$ cat src/rtl/register_file_sb_pkg.sv
// regfile_pkg: shared types and default sizes for the scoreboarded register file.
package regfile_pkg;

   localparam int RF_XLEN  = 32;
   localparam int RF_NREGS = 32;

   // Clear sequencer states.
   typedef enum logic {RF_IDLE, RF_CLEAR} rf_state_t;

   // Register address at the default file size.
   typedef logic [$clog2(RF_NREGS)-1:0] rf_addr_t;

endpackage

$ cat src/rtl/register_file_sb_scoreboard.sv
// regfile_scoreboard: per-register busy bits for RAW hazard tracking.
// A writeback retires the outstanding producer. A reserve marks a new producer.
// clear_all wipes every busy bit. x0 can never become busy.
module regfile_scoreboard #(
   parameter int NREGS = 32,
   parameter int AW    = $clog2(NREGS)
) (
   input  logic             clk,
   input  logic             reset,
   input  logic             idle,
   input  logic             wr_en,
   input  logic [AW-1:0]    wr_addr,
   input  logic             rsv_en,
   input  logic [AW-1:0]    rsv_addr,
   input  logic             clear_all,
   output logic             rsv_ready,
   output logic [NREGS-1:0] busy
);

   // Handshake: a reserve is accepted on a rising edge where rsv_en && rsv_ready.
   // rsv_ready never looks at rsv_en. When rsv_ready is low the requester keeps
   // rsv_en and rsv_addr steady and retries. A writeback to the same register
   // in the same cycle frees the slot for the new producer.
   // Accept a reserve when the target is free or is being retired this cycle.
   always_comb begin
      rsv_ready = idle && (!busy[rsv_addr] || (wr_en && (wr_addr == rsv_addr)));
   end

   // Busy bit update. The reserve is applied after the writeback so that the new producer wins.
   always_ff @(posedge clk or posedge reset) begin
      if (reset) begin
         busy <= '0;
      end else if (clear_all) begin
         busy <= '0;
      end else begin
         if (idle && wr_en && (wr_addr != '0))
            busy[wr_addr] <= 1'b0;
         if (rsv_en && rsv_ready && (rsv_addr != '0))
            busy[rsv_addr] <= 1'b1;
      end
   end

endmodule

$ cat src/rtl/register_file_sb.sv
// register_file_sb: integer register file with NUM_READ combinational read ports,
// one writeback port, a busy scoreboard and a multi-cycle clear sequencer.
// x0 reads as zero.
// Optional feature: define REGFILE_BYPASS_EN to forward same-cycle writeback
// data and readiness onto the read ports.
module register_file_sb
   import regfile_pkg::*;
#(
   parameter int XLEN     = RF_XLEN,
   parameter int NREGS    = RF_NREGS,
   parameter int NUM_READ = 2,
   parameter int AW       = $clog2(NREGS)
) (
   input  logic                     clk,
   input  logic                     reset,
   input  logic [NUM_READ*AW-1:0]   rs_addr,
   output logic [NUM_READ*XLEN-1:0] rs_data,
   output logic [NUM_READ-1:0]      rs_ready,
   input  logic                     wr_en,
   input  logic [AW-1:0]            wr_addr,
   input  logic [XLEN-1:0]          wr_data,
   input  logic                     rsv_en,
   input  logic [AW-1:0]            rsv_addr,
   output logic                     rsv_ready,
   input  logic                     clear_req,
   output logic                     clear_busy,
   output rf_state_t                dbg_state
);

   localparam logic [AW-1:0] LAST_REG = AW'(NREGS - 1);

   logic [XLEN-1:0]  regs [NREGS];
   logic [NREGS-1:0] busy;
   rf_state_t        state;
   logic [AW-1:0]    clr_cnt;
   logic             idle;
   logic             clear_all;
   logic             wr_fire;

   assign idle       = (state == RF_IDLE);
   assign clear_all  = idle && clear_req;
   assign wr_fire    = idle && wr_en && (wr_addr != '0);
   assign clear_busy = (state == RF_CLEAR);
   assign dbg_state  = state;

   regfile_scoreboard #(
      .NREGS (NREGS),
      .AW    (AW)
   ) u_scoreboard (
      .clk       (clk),
      .reset     (reset),
      .idle      (idle),
      .wr_en     (wr_en),
      .wr_addr   (wr_addr),
      .rsv_en    (rsv_en),
      .rsv_addr  (rsv_addr),
      .clear_all (clear_all),
      .rsv_ready (rsv_ready),
      .busy      (busy)
   );

   // Clear sequencer. It walks x1..x(NREGS-1) one register per cycle.
   always_ff @(posedge clk or posedge reset) begin
      if (reset) begin
         state   <= RF_IDLE;
         clr_cnt <= '0;
      end else begin
         case (state)
            RF_IDLE: begin
               if (clear_req) begin
                  state   <= RF_CLEAR;
                  clr_cnt <= AW'(1);
               end
            end
            RF_CLEAR: begin
               clr_cnt <= clr_cnt + AW'(1);
               if (clr_cnt == LAST_REG)
                  state <= RF_IDLE;
            end
            default: state <= RF_IDLE;
         endcase
      end
   end

   // Data array. Writeback applies only in IDLE. The sequencer zeroes registers while in CLEAR.
   always_ff @(posedge clk or posedge reset) begin
      if (reset) begin
         for (int r = 0; r < NREGS; r++)
            regs[r] <= '0;
      end else if (state == RF_CLEAR) begin
         regs[clr_cnt] <= '0;
      end else if (wr_fire) begin
         regs[wr_addr] <= wr_data;
      end
   end

   // Read ports: x0 is forced to zero. Bypass is optional.
   always_comb begin
      rs_data  = '0;
      rs_ready = '0;
      for (int i = 0; i < NUM_READ; i++) begin
         logic [AW-1:0] ra;
         ra = rs_addr[i*AW +: AW];
         rs_data[i*XLEN +: XLEN] = (ra == '0) ? '0 : regs[ra];
         rs_ready[i]             = !busy[ra];
`ifdef REGFILE_BYPASS_EN
         if (wr_fire && (wr_addr == ra)) begin
            rs_data[i*XLEN +: XLEN] = wr_data;
            rs_ready[i]             = 1'b1;
         end
`endif
      end
   end

endmodule

$ cat config.mk
export PLATFORM = sky130hd
export DESIGN_NAME = register_file_sb
export DESIGN_NICKNAME = d
export VERILOG_FILES = /design/src/rtl/register_file_sb_pkg.sv /design/src/rtl/register_file_sb_scoreboard.sv /design/src/rtl/register_file_sb.sv
export SDC_FILE = /design/constraint.sdc
export NUM_CORES = 2
export LEC_CHECK = 0
export ABC_AREA = 0
export BUFFER_PORTS_ARGS = -buffer_cell sky130_fd_sc_hd__clkbuf_2
export CORE_MARGIN = 3
export CORE_UTILIZATION = 30
export DETAILED_ROUTE_END_ITERATION = 10
export GPL_TIMING_DRIVEN = 1
export PLACE_DENSITY = 0.47
export SLEW_MARGIN = 30
export SYNTH_ARGS = -nofsm -noshare
export SYNTH_HDL_FRONTEND = slang
export SYNTH_SLANG_ARGS = --single-unit
$ cat constraint.sdc
create_clock -name clk -period 51.4 [get_ports clk]
set_input_delay 15.42 -clock clk [delete_from_list [all_inputs] [get_ports clk]]
set_output_delay 15.42 -clock clk [all_outputs]
set_load 0.02 [all_outputs]
Word-level counts from Yosys, hierarchy flattened
Cells that the tools add are included. W data, S select, Z words.

Flip-flop bits (word level): 1062. Bits of input ports: 57.

Eq/ne operators: 3. $add $sub $neg: 1. Bitwise gates (word level): 10. Order comparisons: 12. Reductions and logical operators: 20. Mux-type cells: 34.

Operator list (count): $mux W1024 (2); $and A1024 B1024 Y1024 (1); $bwmux W1024 (1); $not A1024 Y1024 (1); $mux W32 (12); $bmux W32 S5 (2); $demux W32 S5 (2); $and A32 B32 Y32 (1); $not A32 Y32 (1); $or A32 B32 Y32 (1); $ge A6 B6 Y1 const B (4); $lt A5 B6 Y1 const B (4); $not A5 Y6 (4); $bmux W1 S5 (3); $lt A6 B1 Y1 const B (2); $logic_and A1 B1 Y1 (11); $demux W1 S5 (2); $ge A5 B1 Y1 const B (2); $logic_not A5 Y1 (2); $pmux W5 S2 (1); $reduce_bool A5 Y1 (2); $mux W1 (7); $add A5 B1 Y5 const B (1); $eq A5 B5 Y1 (1); other kinds (8) (10).

Logic depth before layout (Yosys ltp)
Word-level depth: 11. Depth in mapped cells: 9. Depth with buffers taken out: 5.

Cells and area by module
Synthesis repeated with hierarchy kept, for this count alone.

Cells, all modules: 4031. Area, all modules: 55535.8 um^2.

By module, submodules not included: register_file_sb (sequential area each 25774.7 um^2, cells an instance 3821, area each 53428.7 um^2, instances 1); regfile_scoreboard (sequential area each 800.8 um^2, cells an instance 210, area each 2107.0 um^2, instances 1).

Worst setup path after synthesis
Ideal clock, no wire load.

Path type: input-to-output. Start: input rs_addr[2]. End: output rs_ready[0]. Required time: 35.980 ns. Cell stages on the path: 5. Data arrival time: 17.252 ns. Path slack: 18.728 ns. Cell sequence: clkbuf_1 -> clkbuf_1 -> buf_2 -> mux4_2 -> mux2i_1.

Longest elaborated chain between the ends: 3.

Ends and longest elaborated chain: start: declaration (line register_file_sb.sv:16) `input logic [NUM_READ*AW-1:0] rs_addr,`; $bmux W1 S5 (line register_file_sb.sv:105) `rs_ready[i] = !busy[ra];`; $mux W1 (not written as such) (line register_file_sb.sv:105); $logic_not A1 Y1 (line register_file_sb.sv:105); end: declaration (line register_file_sb.sv:18) `output logic [NUM_READ-1:0] rs_ready,`.

No other way between the ends. The select of a mux whose other input is x is not followed.

Worst setup path after layout
Start: input rs_addr[5]. End: output rs_data[41].

Longest elaborated chain between the ends: 5. Elaborated cells on any way between the ends: 6.

Ends and longest elaborated chain: $not A5 Y6 (not written as such) (line register_file_sb.sv:104) `rs_data[i*XLEN +: XLEN] = (ra == '0) ? '0 : regs[ra];`; $bmux W32 S5 (line register_file_sb.sv:104); $mux W32 (not written as such) (2 in series) (line register_file_sb.sv:104); $mux W32 * (line register_file_sb.sv:104); end: declaration (line register_file_sb.sv:17) `output logic [NUM_READ*XLEN-1:0] rs_data,`.

Mark *: on every way between the ends. The rest lies on a longest branch, timed or not. The select of a mux whose other input is x is not followed.

==> impl_metrics.prom <==
# TYPE chip_impl_metric gauge
chip_impl_metric{name="dieArea",unit="um2"} 189100
chip_impl_metric{name="clock_sinks",unit=""} 1062
chip_impl_metric{name="finalWorstPathRequiredPeriod",unit="ns"} 35.34
chip_impl_metric{name="buffer_ports.inserted",unit=""} 125
chip_impl_metric{name="drt-pass1-iter-count",unit=""} 6
chip_impl_metric{name="routed_via_density",unit=""} 6.416
chip_impl_metric{name="worst_setup_hold_path_clk_slew",unit="ns"} 0.06
chip_impl_metric{name="period_utilization_post_route",unit="%"} 68.75
chip_impl_metric{name="cts_made_buffers",unit=""} 114
chip_impl_metric{name="design.core.area",unit="um2"} 181700
chip_impl_metric{name="postCtsResizedCells",unit=""} 0
chip_impl_metric{name="place_worst_setup_slack",unit="ns"} 15.67
chip_impl_metric{name="worstPathArrival",unit="ns"} 19.92
chip_impl_metric{name="chipWidth",unit="um"} 434.8
chip_impl_metric{name="ff2ff_setup_slack",unit="ns"} 47.72
chip_impl_metric{name="synth.cell_area",unit="um2"} 55170
chip_impl_metric{name="netlist-cell-type-count",unit=""} 51
chip_impl_metric{name="synth_area_per_cell",unit="um2"} 14.59
chip_impl_metric{name="per_cell_routed_wire_length",unit="um"} 38.07
chip_impl_metric{name="setup_slack",unit="ns"} 16.06
chip_impl_metric{name="gr-total-overflow",unit=""} 0
chip_impl_metric{name="report.final.hold_viol_count",unit=""} 0
chip_impl_metric{name="flow.area_growth_from_synthesis",unit="%"} 13.09
chip_impl_info{name="grt_setup_unrepaired",value="false"} 1
chip_impl_metric{name="floorplan.io_pins",unit=""} 126
chip_impl_metric{name="path_buf_inv",unit=""} 5
chip_impl_info{name="critical_path.endpoint_type",value="output pin"} 1
chip_impl_metric{name="fmax",unit="GHz"} 0.02830
chip_impl_info{name="ys.flop_type",value="sky130_fd_sc_hd__dfrtp_1"} 1
chip_impl_metric{name="power_leakage",unit="nW"} 26.57
chip_impl_info{name="hold_path.class",value="reg -> reg"} 1
chip_impl_metric{name="grt.total_usage",unit="%"} 24.37
chip_impl_info{name="crit_path_start_kind",value="input port"} 1
chip_impl_metric{name="cts_max_level",unit=""} 3
chip_impl_metric{name="max_cap_viol_count",unit=""} 0
chip_impl_metric{name="ys_seq_elements",unit=""} 1062
chip_impl_metric{name="grt_first_pass_wirelength",unit="mm"} 330.9
chip_impl_info{name="cts_tree",value="done"} 1
chip_impl_metric{name="finalNonFillerCells",unit=""} 6186
chip_impl_metric{name="synth_cells",unit=""} 3781
chip_impl_metric{name="worst_ir_drop_vdd",unit="V"} 0.00002511
chip_impl_metric{name="worstPathMaxFanout",unit=""} 68
chip_impl_metric{name="grt_pass1_vias",unit=""} 40113
chip_impl_metric{name="final_nets",unit=""} 3700
chip_impl_metric{name="cp_slowest_stage_delay",unit="ns"} 0.86
chip_impl_metric{name="global_placer_s_final_weighted_congestion",unit=""} 0.7822
chip_impl_metric{name="dpl.hpwl",unit="mm"} 118.6
chip_impl_metric{name="finalSetupTns",unit="ns"} 0
chip_impl_info{name="crit_path_top_delay_cell",value="sky130_fd_sc_hd__buf_4"} 1
chip_impl_metric{name="syn_nets",unit=""} 3843
chip_impl_metric{name="drt-initial-drc-count",unit=""} 4932
chip_impl_metric{name="synth_edf_count",unit=""} 0
chip_impl_metric{name="cts_hold_repair.buffers",unit=""} 0
chip_impl_info{name="cell_chain_of_the_critical_path",value="buf_8, buf_4, buf_6, buf_4, mux4_2, mux4_2, nand2_1, o21ai_1, clkbuf_2"} 1
chip_impl_info{name="yosysTopAreaCell",value="sky130_fd_sc_hd__dfrtp_1"} 1
chip_impl_metric{name="std_cell_rows",unit=""} 156
chip_impl_metric{name="routed-via-count",unit=""} 39687
chip_impl_metric{name="setup_viol",unit=""} 0
chip_impl_metric{name="async_set_or_reset_flop_fraction_in_the_synthesized_netlist",unit="%"} 100.0
chip_impl_info{name="netlist_top_cells_area",value="sky130_fd_sc_hd__dfrtp_1 48%, sky130_fd_sc_hd__mux4_2 27%, sky130_fd_sc_hd__a22o_1 16%"} 1
chip_impl_metric{name="power_density",unit="nW/um2"} 39.88
chip_impl_info{name="dominant_delay_contributor_by_cell_family_on_the_critical_path",value="buffers and inverters"} 1
chip_impl_metric{name="floorplan.initialDensity",unit="%"} 30.36
chip_impl_metric{name="drtAntennaViolNets",unit=""} 0
chip_impl_metric{name="timing.max_slew.rel_slack",unit="%"} 30.63
chip_impl_metric{name="synth.top_cell.area_share",unit="%"} 48.17
chip_impl_metric{name="largest_net_degree_at_the_start_of_global_routing",unit=""} 165
chip_impl_metric{name="clock_latency_at_the_later_pin_of_the_worst_skew_pair",unit="ns"} 0.75
chip_impl_metric{name="worstMarginPinSlew",unit="ns"} 1.041
chip_impl_metric{name="cp.required",unit="ns"} 35.98
chip_impl_metric{name="totalPowerFinal",unit="mW"} 2.488
chip_impl_info{name="crit_type",value="in -> out"} 1
chip_impl_metric{name="clock-skew-final",unit="ns"} 0.02390
chip_impl_metric{name="die_height",unit="um"} 434.8
chip_impl_metric{name="grt_antenna_before_repair",unit=""} 13
chip_impl_info{name="status",value="complete, no violations"} 1
chip_impl_metric{name="detail_route.drc_violations",unit=""} 0
chip_impl_metric{name="wl",unit="mm"} 235.5
chip_impl_metric{name="synth.yosys.warnings",unit=""} 0
chip_impl_metric{name="place_inst",unit=""} 5968
chip_impl_metric{name="cts.path.max_buffers",unit=""} 3
chip_impl_metric{name="timing.final.max_slew_violations",unit=""} 0
chip_impl_metric{name="post-cts-setup-buffer-count",unit=""} 0
chip_impl_metric{name="final_layout_size_suffix_gt1_share",unit="%"} 30.89
chip_impl_info{name="clock-root-buffer",value="sky130_fd_sc_hd__clkbuf_16"} 1
chip_impl_metric{name="seq_area_frac_synth",unit="%"} 48.17
==> cell families (layout without fill, tap and decap cells) <==
kind of cell / after synthesis / in the layout / share of synthesized area [%]
AO/OA/AOI/OAI: 1168 / 1168 / 17.50
AND/OR/NAND/NOR: 291 / 291 / 2.624
buffers and inverters: 570 / 518 / 4.209
XOR/XNOR: 7 / 7 / 0.1111
other: 0 / 8 / 0
adder cells (fa/ha/maj): 5 / 5 / 0.1134
multiplexers: 678 / 678 / 27.27
flip-flops: 1062 / 1062 / 48.17
==> report_power, final <==
group / switching (mW) / internal (mW)
Combinational: 0.303 / 0.248
Clock: 0.365 / 0.511
Sequential: 0.103 / 0.959
==> synthesized netlist by cell type (2+ instances only) <==
master,number
sky130_fd_sc_hd__buf_1,22
sky130_fd_sc_hd__xor2_1,4
sky130_fd_sc_hd__nand2_1,133
sky130_fd_sc_hd__buf_2,62
sky130_fd_sc_hd__o21ai_1,95
sky130_fd_sc_hd__or3_1,4
sky130_fd_sc_hd__a21oi_1,26
sky130_fd_sc_hd__a31oi_1,38
sky130_fd_sc_hd__nor4_1,2
sky130_fd_sc_hd__buf_6,4
sky130_fd_sc_hd__xnor2_1,3
sky130_fd_sc_hd__o21ai_0,3
sky130_fd_sc_hd__mux2i_1,17
sky130_fd_sc_hd__o22ai_1,5
sky130_fd_sc_hd__nor2_1,46
sky130_fd_sc_hd__buf_4,20
sky130_fd_sc_hd__nor3_1,9
sky130_fd_sc_hd__or3b_1,4
sky130_fd_sc_hd__nand2b_1,5
sky130_fd_sc_hd__inv_2,2
sky130_fd_sc_hd__nand4_1,2
sky130_fd_sc_hd__o41ai_1,2
sky130_fd_sc_hd__mux4_2,660
sky130_fd_sc_hd__a22o_1,994
sky130_fd_sc_hd__clkbuf_1,388
sky130_fd_sc_hd__nand3_1,4
sky130_fd_sc_hd__and4b_1,3
sky130_fd_sc_hd__nor2b_1,6
sky130_fd_sc_hd__inv_1,72
sky130_fd_sc_hd__nand3b_1,6
sky130_fd_sc_hd__and2_1,39
sky130_fd_sc_hd__nor2_2,6
sky130_fd_sc_hd__ha_1,5
sky130_fd_sc_hd__dfrtp_1,1062
sky130_fd_sc_hd__nor3_2,7
sky130_fd_sc_hd__and3_1,6
==> through the flow <==
stage / hold slack, ns / utilization, % / instance area, um2
detailed placement: 0.4921 / 32.14 / 58400
finish: 0.5111 / 34.34 / 62390
CTS: 0.5098 / 34.28 / 62290
global placement: 0.4887 / 32.12 / 58360
floorplan: 0.4666 / - / 55170
global route: 0.5224 / 34.33 / 62380
==> state kept, by name, indices dropped and copies added, names as in the netlist <==
| register | flops |
|---|---|
| clear_busy | 1 |
| clr_cnt | 5 |
| u_scoreboard.busy | 32 |
| regs | 1024 |
==> cell type report <==
| class | instances | area (um2) |
|---|---|---|
| diodes | 8 | 20.02 |
| clock buffers | 165 | 3358 |
| clock inverters | 42 | 529.3 |
| fillers | 17334 | 119300 |
| inverters | 74 | 285.3 |
| multi-input cells | 2149 | 26860 |
| flip-flops and latches | 1062 | 26580 |
| well taps | 2449 | 3064 |
| repair buffers | 237 | 1698 |
==> path summary, 6_finish.rpt <==
kind,from,end,cells after the start
setup / recovery,rs_addr[5],rs_data[41],9
hold / removal,regs[1008],regs[1008],1
setup reg to reg,clear_busy,regs[398],8
hold reg to reg,regs[1008],regs[1008],1
max in group asynchronous,reset,regs[653],5
min in group asynchronous,reset,regs[477],2
==> placed cells by master, fill, tap and decap left out, drive strengths merged, types with 4 or more instances in the layout <==
cell type / count
a21oi: 26
dfrtp: 1062
or3: 4
and2: 39
o21ai: 98
clkbuf: 282
mux2i: 17
nand2: 133
nor3: 16
ha: 5
a22o: 994
nor2: 52
mux4: 660
nand3: 4
bufinv: 12
diode: 8
nand3b: 6
nor2b: 6
nand2b: 5
inv: 77
clkinv: 24
o22ai: 5
buf: 120
xor2: 4
and3: 6
or3b: 4
a31oi: 38
==> layer usage <==
metal	wire length (um)	up-vias	global-route usage (%)	share of wire, %
li1	-	15031	-	-
met1	92680	21755	31.80	39
met2	110800	2315	38.78	47
met3	18740	582	4.543	8.0
met4	13270	4	12.49	5.6
met5	27	-	0	0.011
==> worst register-to-register path, cell delays in order (launching register included) <==
cell and delay [ns]:
sky130_fd_sc_hd__dfrtp_1 0.52, sky130_fd_sc_hd__buf_4 0.38, sky130_fd_sc_hd__nand4b_1 0.17, sky130_fd_sc_hd__buf_4 0.30
sky130_fd_sc_hd__nor2_4 0.06, sky130_fd_sc_hd__buf_4 0.43, sky130_fd_sc_hd__a31oi_4 0.74, sky130_fd_sc_hd__buf_4 0.72
sky130_fd_sc_hd__a22o_1 0.28
No activity file was read; power rests on OpenSTA's default activity.
